[src/rtl/uart_pkg.sv]
// Shared types and constants for the UART baud-rate controller and its divider.
package uart_pkg;

   typedef enum logic [1:0] {
      IDLE      = 2'd0,
      CALC      = 2'd1,
      WAIT_IDLE = 2'd2,
      APPLY     = 2'd3
   } state_t;

   localparam int OS_RATIO = 16;
   localparam int SUB_W    = $clog2(OS_RATIO);
   localparam int DIV_W    = 36;
   localparam int ITER_W   = 6;

endpackage

[src/rtl/seq_divider.sv]
// Restoring unsigned divider producing one quotient bit per cycle over DIV_W cycles.
module seq_divider
   import uart_pkg::*;
(
   input  logic             clk,
   input  logic             rst,
   input  logic             start,
   input  logic [DIV_W-1:0] numerator,
   input  logic [DIV_W-1:0] denominator,
   output logic             done,
   output logic [DIV_W-1:0] quotient
);

   logic              active;
   logic [ITER_W-1:0] iter;
   logic [DIV_W-1:0]  num_sh;
   logic [DIV_W-1:0]  den;
   logic [DIV_W-1:0]  rem;
   logic [DIV_W-2:0]  quo;
   logic [DIV_W:0]    trial;
   logic [DIV_W-1:0]  rem_nxt;
   logic              fits;

   // The true remainder is always below den, so the low DIV_W bits of the
   // subtraction are exact even though trial is one bit wider.
   always_comb begin
      trial   = {rem, num_sh[DIV_W-1]};
      fits    = (trial >= {1'b0, den});
      rem_nxt = fits ? (trial[DIV_W-1:0] - den) : trial[DIV_W-1:0];
   end

   assign done     = active && (iter == ITER_W'(DIV_W - 1));
   assign quotient = {quo, fits};

   always_ff @(posedge clk or posedge rst) begin
      if (rst) begin
         active <= 1'b0;
         iter   <= '0;
         num_sh <= '0;
         den    <= '0;
         rem    <= '0;
         quo    <= '0;
      end else if (start) begin
         active <= 1'b1;
         iter   <= '0;
         num_sh <= numerator;
         den    <= denominator;
         rem    <= '0;
         quo    <= '0;
      end else if (active) begin
         num_sh <= num_sh << 1;
         rem    <= rem_nxt;
         quo    <= quotient[DIV_W-2:0];
         iter   <= iter + ITER_W'(1);
         if (done) active <= 1'b0;
      end
   end

endmodule

[src/rtl/baud_rate_controller.sv]
// Baud clock controller: computes a rounded 16x divisor on request, swaps it in
// once TX/RX are idle, and generates the oversample and bit ticks.
module baud_rate_controller
   import uart_pkg::*;
#(
   parameter logic [31:0] RESET_DIVISOR = 32'd27
) (
   input  logic        clk,
   input  logic        rst,
   input  logic [31:0] clk_freq,
   input  logic [31:0] baud_rate,
   input  logic        cfg_valid,
   output logic        cfg_ready,
   input  logic        busy_in,
   input  logic        enable,
   output logic [31:0] divisor,
   output logic        os_tick,
   output logic        baud_tick,
   output logic        locked,
   output logic        cfg_error,
   output logic [1:0]  fsm_state
);

   // Handshake: a request is taken on any rising edge where cfg_valid and
   // cfg_ready are both high; cfg_valid seen while cfg_ready is low is ignored.

   state_t           state, state_nxt;
   logic [31:0]      pending;
   logic [31:0]      os_cnt, cnt_nxt, div_nxt;
   logic [SUB_W-1:0] sub_cnt, sub_base, sub_nxt;
   logic             tick_nxt, baud_nxt;
   logic             accept, div_start, div_done, apply, quot_zero;
   logic [DIV_W-1:0] numerator, denominator, quotient;
   logic [31:0]      quot_sat;

   assign accept      = cfg_valid && cfg_ready;
   assign div_start   = accept && (baud_rate != 32'd0);
   // Adding half the denominator turns the truncating divide into round-to-nearest.
   assign numerator   = {4'd0, clk_freq} + {1'b0, baud_rate, 3'd0};
   assign denominator = {baud_rate, 4'd0};
   assign quot_zero   = (quotient == '0);
   assign quot_sat    = (|quotient[DIV_W-1:32]) ? 32'hFFFF_FFFF : quotient[31:0];
   assign apply       = (state == APPLY);
   assign fsm_state   = state;

   seq_divider u_div (
      .clk         (clk),
      .rst         (rst),
      .start       (div_start),
      .numerator   (numerator),
      .denominator (denominator),
      .done        (div_done),
      .quotient    (quotient)
   );

   always_comb begin
      state_nxt = state;
      case (state)
         IDLE:      if (accept) state_nxt = (baud_rate == 32'd0) ? IDLE : CALC;
         CALC:      if (div_done) state_nxt = quot_zero ? IDLE : WAIT_IDLE;
         WAIT_IDLE: if (!busy_in) state_nxt = APPLY;
         APPLY:     state_nxt = IDLE;
         default:   state_nxt = IDLE;
      endcase
   end

   always_ff @(posedge clk or posedge rst) begin
      if (rst) begin
         state     <= IDLE;
         cfg_ready <= 1'b1;
         pending   <= RESET_DIVISOR;
         divisor   <= RESET_DIVISOR;
         locked    <= 1'b1;
         cfg_error <= 1'b0;
      end else begin
         state     <= state_nxt;
         cfg_ready <= (state_nxt == IDLE);
         if (accept) begin
            cfg_error <= (baud_rate == 32'd0);
            locked    <= (baud_rate == 32'd0);
         end
         if ((state == CALC) && div_done) begin
            if (quot_zero) begin
               cfg_error <= 1'b1;
               locked    <= 1'b1;
            end else begin
               pending <= quot_sat;
            end
         end
         if (apply) begin
            divisor <= pending;
            locked  <= 1'b1;
         end
      end
   end

   // Ticks are registered from the counter value of the coming cycle, so on
   // APPLY the fresh divisor and cleared counters are already taken into account.
   always_comb begin
      div_nxt  = apply ? pending : divisor;
      sub_base = apply ? '0 : sub_cnt;
      cnt_nxt  = '0;
      if (enable && !apply && (os_cnt < divisor - 32'd1)) cnt_nxt = os_cnt + 32'd1;
      tick_nxt = enable && (cnt_nxt == div_nxt - 32'd1);
      baud_nxt = tick_nxt && (sub_base == SUB_W'(OS_RATIO - 1));
      sub_nxt  = '0;
      if (enable) sub_nxt = tick_nxt ? sub_base + SUB_W'(1) : sub_base;
   end

   always_ff @(posedge clk or posedge rst) begin
      if (rst) begin
         os_cnt    <= '0;
         sub_cnt   <= '0;
         os_tick   <= 1'b0;
         baud_tick <= 1'b0;
      end else begin
         os_cnt    <= cnt_nxt;
         sub_cnt   <= sub_nxt;
         os_tick   <= tick_nxt;
         baud_tick <= baud_nxt;
      end
   end

endmodule

[config.mk]
export PLATFORM = sky130hd
export DESIGN_NAME = baud_rate_controller
export DESIGN_NICKNAME = d
export VERILOG_FILES = /design/src/rtl/uart_pkg.sv /design/src/rtl/seq_divider.sv /design/src/rtl/baud_rate_controller.sv
export SDC_FILE = /design/constraint.sdc
export NUM_CORES = 1
export LEC_CHECK = 0
export CAP_MARGIN = 0
export CORE_MARGIN = 2
export CORE_UTILIZATION = 35
export DETAILED_ROUTE_END_ITERATION = 8
export PLACE_DENSITY = 0.62
export SYNTH_ARGS = -nofsm -noshare
export SYNTH_HDL_FRONTEND = slang
export SYNTH_SLANG_ARGS = --single-unit
[constraint.sdc]
create_clock -name clk -period 23.3 [get_ports clk]
set_input_delay 2.33 -clock clk [delete_from_list [all_inputs] [get_ports clk]]
set_output_delay 2.33 -clock clk [all_outputs]
set_load 0.1 [all_outputs]
Word-level counts from Yosys, hierarchy flattened
Cells that the tools add are included.

storage, ports and cells
  bits of input ports = 69
  bits in registers = 253
  word-level logic and storage cells = 80

operators by class
  multiplexer cells = 31
  bitwise operators = 1
  magnitude comparators = 2
  eq/ne operators = 6
  reductions and logical operators = 17
  add/subtract/negate cells = 7

operators with widths
  kind                                                                  count
  36-bit 2-to-1 mux                                                     5
  32-bit 2-to-1 mux                                                     3
  35-bit 2-to-1 mux                                                     2
  32-bit by 1-bit subtractor with 32-bit output, second input constant  2
  37-bit by 36-bit greater-or-equal comparator with 1-bit output        1
  32-bit by 35-bit adder with 36-bit output                             1
  36-bit zero test                                                      1
  36-bit subtractor                                                     1
  32-bit by 1-bit adder with 32-bit output, second input constant       1
  32-bit equality test                                                  1
  32-bit zero test                                                      1
  32-bit less-than comparator                                           1
  32-bit nonzero test                                                   1
  4-bit 2-to-1 mux                                                      3
  6-bit 2-to-1 mux                                                      2
  1-bit 2-to-1 mux                                                      11
  1-bit logical AND                                                     8
  2-bit 2-to-1 mux                                                      4
  2-bit case mux with 4 select lines                                    1
  6-bit by 1-bit adder with 6-bit output, second input constant         1
  6-bit equality test, second input constant                            1
  4-bit by 1-bit adder with 4-bit output, second input constant         1
  2-bit equality test, second input constant                            2
  4-bit equality test, second input constant                            1
  other kinds (7)                                                       8

Depth between registers and ports, before layout
Gate-level depths: netlist of run 1.

  depth in word-level cells = 9
  mapped depth = 24

Hierarchy
From an unflattened synthesis of run 1, not the netlist that was laid out.

unflattened totals
  cells, all modules = 2,052
  area, all modules = 17,704.5 µm²

modules (own cells, without submodules)
  module                cells an instance  area each (µm²)  times used
  baud_rate_controller  1,102              9,108.7          1
  seq_divider           950                8,595.7          1

Worst setup path after synthesis of run 1
Ideal clock, no wire load.

  path type = register to register
  start point = register divisor[2]
  end point = register sub_cnt[2]
  clock period less this slack = 6,446 ps
  setup time = 77 ps
  slack = 16,854 ps
  data required time = 23,223 ps
  stages on the path, launching flop included = 24
  arrival = 6,368 ps
  path through = dfrtp_1 > or3_1 > nor2_1 > and2_1 > nand2_1 > nor3_1 > nand2_1 > or2_2 > nor4_1 > nand3b_1 > xor2_1 > ha_1 > nand4_1 > or4_1 > a211oi_1 > or2_1 > clkbuf_1 > clkbuf_1 > nand4_1 > o211a_1 > nor4_2 > nand4b_4 > a211o_1 > a21oi_1

between the ends
  cells in the longest elaborated chain, start to end = 8
  elaborated cells on any way between the ends = 10
  classes of those cells = add/sub: 2; order compare: 1; eq/ne: 1; mux: 4; reduce/logical: 2

ends and longest elaborated chain
  item                                           line                         source
  start, declared                                baud_rate_controller.sv:16   output logic [31:0] divisor,
  start signal, assigned                         baud_rate_controller.sv:91   divisor <= pending;
  32-bit by 1-bit subtractor with 32-bit output  baud_rate_controller.sv:103  if (enable && !apply && (os_cnt < divisor - 32'd1)) cnt_nxt = os_cnt + 32'd1;
  32-bit less-than comparator                    baud_rate_controller.sv:103
  1-bit logical AND                              baud_rate_controller.sv:103
  32-bit 2-to-1 mux                              baud_rate_controller.sv:103
  32-bit equality test *                         baud_rate_controller.sv:104  tick_nxt = enable && (cnt_nxt == div_nxt - 32'd1);
  1-bit logical AND *                            baud_rate_controller.sv:104
  4-bit 2-to-1 mux * (2 in a row)                baud_rate_controller.sv:107  if (enable) sub_nxt = tick_nxt ? sub_base + SUB_W'(1) : sub_base;
  net sub_nxt[2]                                 baud_rate_controller.sv:30   logic [SUB_W-1:0] sub_cnt, sub_base, sub_nxt;
  end signal, assigned                           baud_rate_controller.sv:118  sub_cnt <= sub_nxt;
  end, declared                                  baud_rate_controller.sv:30

The timed path passes the listed nets; every way through them passes the cells marked *.
A chain may end at the register's enable or synchronous reset.

Final worst setup path of run 1
  start point = register divisor[2]
  end point = register sub_cnt[3]

Same word-level chain as after synthesis.

==> flow_summary.json, run 1 <==
{
  "outcome": "finished clean",
  "coreArea_um2": 48650,
  "met3_length_mm": 2.152,
  "drt_iter0_markers": 962,
  "synth_area_per_cell_um2": 8.788,
  "grt_pass1_vias": 14780,
  "final_common_cell": "dfrtp_1",
  "yosysSeqAreaShare_pct": 37.06,
  "synth_simple_gate_area_share_pct": 19.59,
  "slew_headroom_pct": 29.45,
  "hp-class": "register to register",
  "synthesis.area_um2": 17120,
  "globalplace.congestion": 0.9555,
  "die_area_um2": 50700,
  "worst_setup_path_start_kind": "register",
  "drt-total-wl_mm": 48.25,
  "cts_tree": "built",
  "leakagePower_nw": 9.315,
  "holdWs_ns": 0.4764,
  "nets": 2187,
  "cts_buffer_depth": 3,
  "track_usage_pct": 19.05,
  "overflow": 0,
  "fin_setup_tns_ns": 0,
  "synth_top_family_by_area": "simple AND/OR/NAND/NOR gates",
  "ctsResizeCount": 0,
  "top_layer_used": "met4",
  "wl_met2_mm": 23.18,
  "synth_edf_count": 0,
  "synth_compound_gate_area_share_pct": 18.92,
  "synthXorXnorAreaFrac_pct": 7.294,
  "crit_chain": "or3_1 > nor2_1 > and2_1 > nand2_1 > nor3_1 > nand2_1 > or2_2 > nor4_1 > nand3b_1 > xor2_1 > ha_1 > nand4_1 > or4_1 > a211oi_1 > or2_1 > buf_4 > nand2_1 > a31o_1 > a2111o_1 > nand4b_4 > a211o_1 > a21oi_1",
  "wl_per_cell_um": 18.11,
  "start_util_pct": 35.19,
  "drt-met1-wl_mm": 21.72,
  "syn2layout_area_growth_pct": 15.63,
  "viasPerCell": 5.537,
  "synthArstFlopShare_pct": 100.0,
  "clk_pin_slew_worst_paths_ns": 0.06,
  "hpwlAfterDp_mm": 36.34,
  "irDropWorstVdd_mv": 0.06832,
  "critPathSlowestCell": "nor4_1",
  "synthFlopType": "dfrtp_1",
  "worstPathRequired_ns": 23.77,
  "skew_ns": 0.008902,
  "io_buffer_count": 107,
  "crit_top_cell": "nand2_1",
  "period_needed_ns": 6.946,
  "postRouteAntennaNets": 0,
  "mostFrequentLayoutCells": "dfrtp_1, nor2_1, nand2_1",
  "crit_fanout": 37,
  "yosys_warnings": 0,
  "clkSinkCount": 253,
  "setup_viol": 0,
  "synthMuxAreaShare_pct": 6.015,
  "drc": 0,
  "grt_max_degree": 98,
  "synthAdderAreaFrac_pct": 7.323,
  "ys_ff_latch": 253,
  "die_w_um": 225.2,
  "clock_latency_ns": 0.55,
  "ys_types": 89,
  "hold_buffers": 0,
  "grt_first_pass_wirelength_mm": 78.36,
  "slew_violations": 0,
  "antenna_found_initial": 0,
  "hold_viol": 0,
  "cp_slowest_stage_delay_ns": 0.80,
  "power_density_nw_per_um2": 139.3,
  "synth_cells": 1948,
  "drive_above_1_share_pct": 5.830,
  "htreeDepth": 1,
  "drv_cap": 0,
  "ioPinCount": 108,
  "cts-root-buf": "clkbuf_16",
  "fin_crit_sh_pct": 29.81,
  "num_vias": 14750,
  "postCtsSetupBuffers": 0,
  "rows": 81,
  "fp.dieH_um": 225.2,
  "cts_made_buffers": 29,
  "worstPathArrival_ns": 7.42,
  "dr.pass1.iters": 5,
  "tightest_slew_ns": 1.049,
  "crit_path_end_kind": "register",
  "path_class": "register to register",
  "max_freq_mhz": 144.0,
  "syn_nets": 2116,
  "rsz0062_at_grt": "false"
}
==> cell usage after synthesis, drive strengths merged, types with 7 or more instances <==
cell,instances,share of area [%]
nand3,50,1.5
o21bai,7,0.31
a31oi,12,0.44
nand4,40,1.5
a211o,16,0.82
a21oi,122,3.6
o21a,8,0.35
and4,12,0.61
mux2i,86,5.0
nand3b,7,0.31
nand2,183,4.0
o211ai,12,0.53
and3,16,0.58
a21boi,8,0.35
nor4,37,1.5
o31ai,12,0.53
dfrtp,243,36
mux2,15,0.99
or4,9,0.39
nor3,22,0.64
nand2b,13,0.48
nor2b,19,0.69
inv,80,1.8
ha,97,7.1
clkbuf,70,1.5
xor2,50,2.6
xnor2,90,4.6
a21o,41,1.8
buf,15,0.52
or3,16,0.58
a211oi,29,1.3
o22ai,7,0.26
dfstp,10,1.5
nor2,208,4.6
o21ai,172,5.0
and2,17,0.62
==> metal layers <==
| metal | vias up | track usage, % |
|---|---|---|
| met5 | - | 0 |
| met4 | 0 | 5.426 |
| met3 | 80 | 2.282 |
| met2 | 346 | 32.95 |
| met1 | 7121 | 25.00 |
| li1 | 7204 | - |
==> path summary, 6_finish.rpt <==
kind,from,end,slack (ns),cells past startpoint
worst min register to register,pending[29],pending[29],0.48,2
worst max-delay path,divisor[2],sub_cnt[3],16.35,22
worst max register to register,divisor[2],sub_cnt[3],16.35,22
min in group asynchronous,rst,u_div.num_sh[1],2.27,2
max in group asynchronous,rst,os_cnt[31],19.09,4
worst min-delay path,pending[29],pending[29],0.48,2
==> area by class of cell <==
cell class | instances | area [um^2]
fillers | 4961 | 28850
multi-input cells | 1530 | 10150
flip-flops and latches | 253 | 6347
repair buffers | 125 | 1206
clock buffers | 42 | 844.6
well taps | 622 | 778.2
inverters | 80 | 307.8
clock inverters | 11 | 157.7
diodes | 1 | 2.502
==> state kept, by name, summed over array words and instances (netlist names), 2 cells and up <==
register and cells:
divisor 32, fsm_state 2, os_cnt 32, pending 32, sub_cnt 4, u_div.den 32
u_div.iter 6, u_div.num_sh 36, u_div.quo 35, u_div.rem 36
==> worst max-delay path, delay by kind of cell, from the launching register on <==
family | cells | cell delay (ns)
AOI/OAI and AO/OA | 5 | 1.69
buffers and inverters | 1 | 0.35
adders and majority gates | 1 | 0.28
DFF | 1 | 0.46
and+or+nand+nor | 14 | 3.87
xor gates and xnor gates | 1 | 0.20
==> power breakdown <==
| group | total, mW | switching, mW | internal [mW] |
|---|---|---|---|
| clock network | 0.478 | 0.184 | 0.294 |
| registers | 0.730 | 0.135 | 0.595 |
| logic | 1.55 | 0.891 | 0.658 |
| total | 2.76 | 1.21 | 1.55 |
==> stage by stage <==
step                cell area (um^2)  utilization (%)  cells  setup WS [ns]  power (mW)
finish                         19790            40.69   2664          16.35       2.757
global route                   19790            40.68   2663          15.87       3.003
CTS                            19790            40.68   2663          16.34       2.771
detailed placement             18790            38.62   2610          16.40       2.277
global placement               18790            38.62   2610          16.57       2.250
floorplan                      17120                -   1948          14.03       1.932
==> logic make-up after synthesis <==
| kind of cell | count (synthesis) |
|---|---|
| mux | 101 |
| buf+inv | 165 |
| flops | 253 |
| compound gates | 513 |
| xor+xnor | 141 |
| simple gates | 676 |
| fa+ha+maj | 99 |
Note: power is estimated with default switching activity, not from simulation.
==> run 2, diff against run 1 <==
PLACE_DENSITY = 0.64   (was 0.62)
clock period = 5.98 ns   (was 23.3 ns; I/O delays follow)
==> flow_summary.json, run 2 (synthesized netlist as in run 1, its figures left out) <==
{
  "fp.dieH_um": 225.2,
  "drv_cap": 0,
  "slew_violations": 0,
  "clk_pin_slew_worst_paths_ns": 0.06,
  "io_buffer_count": 107,
  "reg2reg_to": "sub_cnt[3]",
  "rsz0062_at_grt": "false",
  "syn2layout_area_growth_pct": 16.88,
  "wl_per_cell_um": 18.12,
  "irDropWorstVdd_mv": 0.2802,
  "overflow": 0,
  "track_usage_pct": 19.20,
  "ctsResizeCount": 0,
  "rows": 81,
  "nets": 2217,
  "cts_made_buffers": 29,
  "fin_setup_tns_ns": 0,
  "antenna_found_initial": 0,
  "num_vias": 14790,
  "combPwrFrac_pct": 57.7,
  "leakagePower_nw": 9.467,
  "drt_iter0_markers": 1122,
  "place_inst": 2640,
  "drc": 0,
  "worstPathArrival_ns": 6.10,
  "crit_fanout": 6,
  "grt_max_degree": 119,
  "power.internal_mw": 5.967,
  "die_w_um": 225.2,
  "hold_viol": 0,
  "p_seq_share_pct": 26.0,
  "coreArea_um2": 48650,
  "hpwlAfterDp_mm": 36.78,
  "clkSinkCount": 253,
  "netSwitchingPower_mw": 4.783,
  "die_area_um2": 50700,
  "tightest_slew_ns": 1.068,
  "drt-total-wl_mm": 48.81,
  "globalplace.congestion": 0.9385,
  "p_sw_share_pct": 44.50,
  "cts_buffer_depth": 3,
  "fillers": 4871,
  "mostFrequentLayoutCells": "dfrtp_1, nor2_1, nand2_1",
  "postCtsSetupBuffers": 0,
  "timing.rr.start": "divisor[3]",
  "viasPerCell": 5.491,
  "worst_setup_path_start_kind": "register",
  "crit_path_end_kind": "register",
  "start_util_pct": 35.19,
  "max_freq_mhz": 178.2,
  "cts_tree": "built",
  "final_common_cell": "dfrtp_1",
  "r2r_slack_ns": 0.37,
  "ff2ff_path_depth": 23,
  "grt_first_pass_wirelength_mm": 78.41,
  "clock_latency_ns": 0.59,
  "pwr-share-clk_pct": 16.3,
  "setup_viol": 0,
  "cts-root-buf": "clkbuf_16",
  "period_needed_ns": 5.613,
  "total_power_mw": 10.75,
  "hold_buffers": 0,
  "final_cells": 2694,
  "ioPinCount": 108,
  "path_class": "register to register",
  "worstPathRequired_ns": 6.47,
  "power_density_nw_per_um2": 537.3,
  "skew_ns": 0.02998,
  "postRouteAntennaNets": 0,
  "fin_crit_sh_pct": 93.87,
  "dr.pass1.iters": 6,
  "htreeDepth": 1,
  "antenna_cells": 0,
  "top_regs": "u_div.num_sh x36, u_div.rem x36, u_div.quo x35",
  "outcome": "finished clean",
  "drive_above_1_share_pct": 7.674,
  "grt_pass1_vias": 14650,
  "slew_headroom_pct": 28.15,
  "hp-class": "primary input to asynchronous set/reset pin"
}
-- run 2: how the worst max path moves through the flow --
stage                       to  cells after the start  slack (ns)        from
finish              sub_cnt[3]                     23        0.37  divisor[3]
global route        sub_cnt[3]                     23       0.005  divisor[3]
CTS                 sub_cnt[3]                     23        0.07  divisor[3]
detailed placement  sub_cnt[3]                     23        0.09  divisor[3]
global placement    sub_cnt[3]                     23        0.12  divisor[3]
floorplan           sub_cnt[2]                     23        0.03  divisor[2]
-- run 2: power by group through the flow --
stage,combinational [mW],sequential (mW),clock [mW]
finish,6.21,2.79,1.75
global route,6.94,2.87,1.87
CTS,6.18,2.79,1.80
detailed placement,6.16,2.81,0
global placement,6.03,2.80,0
floorplan,4.72,2.81,0
-- run 2: stage by stage --
step	instance area, um^2	hold WS [ns]	utilization [%]	setup WS [ns]
6_report	20010	0.3621	41.13	0.3668
3_5_place_dp	19040	0.4684	39.13	0.08976
2_1_floorplan	17140	0.4429	-	0.03184
5_1_grt	20010	0.3824	41.13	0.005323
4_1_cts	19970	0.3500	41.05	0.07026
3_3_place_gp	19040	0.4584	39.13	0.1236
-- run 2: worst max-delay path: stages, from the launching register on --
cell       delay (ns)
dfstp_2          0.36
or3_1            0.41
nor2_2           0.14
buf_4            0.13
and2_1           0.16
nand2_1          0.11
nor3_2           0.16
nand2_1          0.11
or2_2            0.31
nor4_2           0.13
buf_4            0.19
nand3b_1         0.10
xor2_1           0.15
ha_1             0.19
a211oi_1         0.22
o2111ai_1        0.17
o41a_1           0.49
or2_4            0.28
or3_1            0.37
a31o_1           0.22
a2111o_1         0.43
nand4b_4         0.22
a211o_1          0.30
a21oi_1          0.15
-- run 2: per-layer routing --
layer	wire, um	GRT usage (%)
met1	21870	25.48
met3	2667	2.803
met4	1059	4.529
met5	0	0
met2	23210	32.95
-- run 2: final cells by class --
class / count / area [um^2] / area share [%]
clock buffer: 39 / 813.3 / 4.065
clock inverter: 15 / 121.4 / 0.6066
inverter: 80 / 304.0 / 1.520
multi-input combinational: 1530 / 10200 / 50.98
sequential: 253 / 6349 / 31.73
tap: 622 / 778.2 / 3.889
timing repair buffer: 155 / 1444 / 7.216
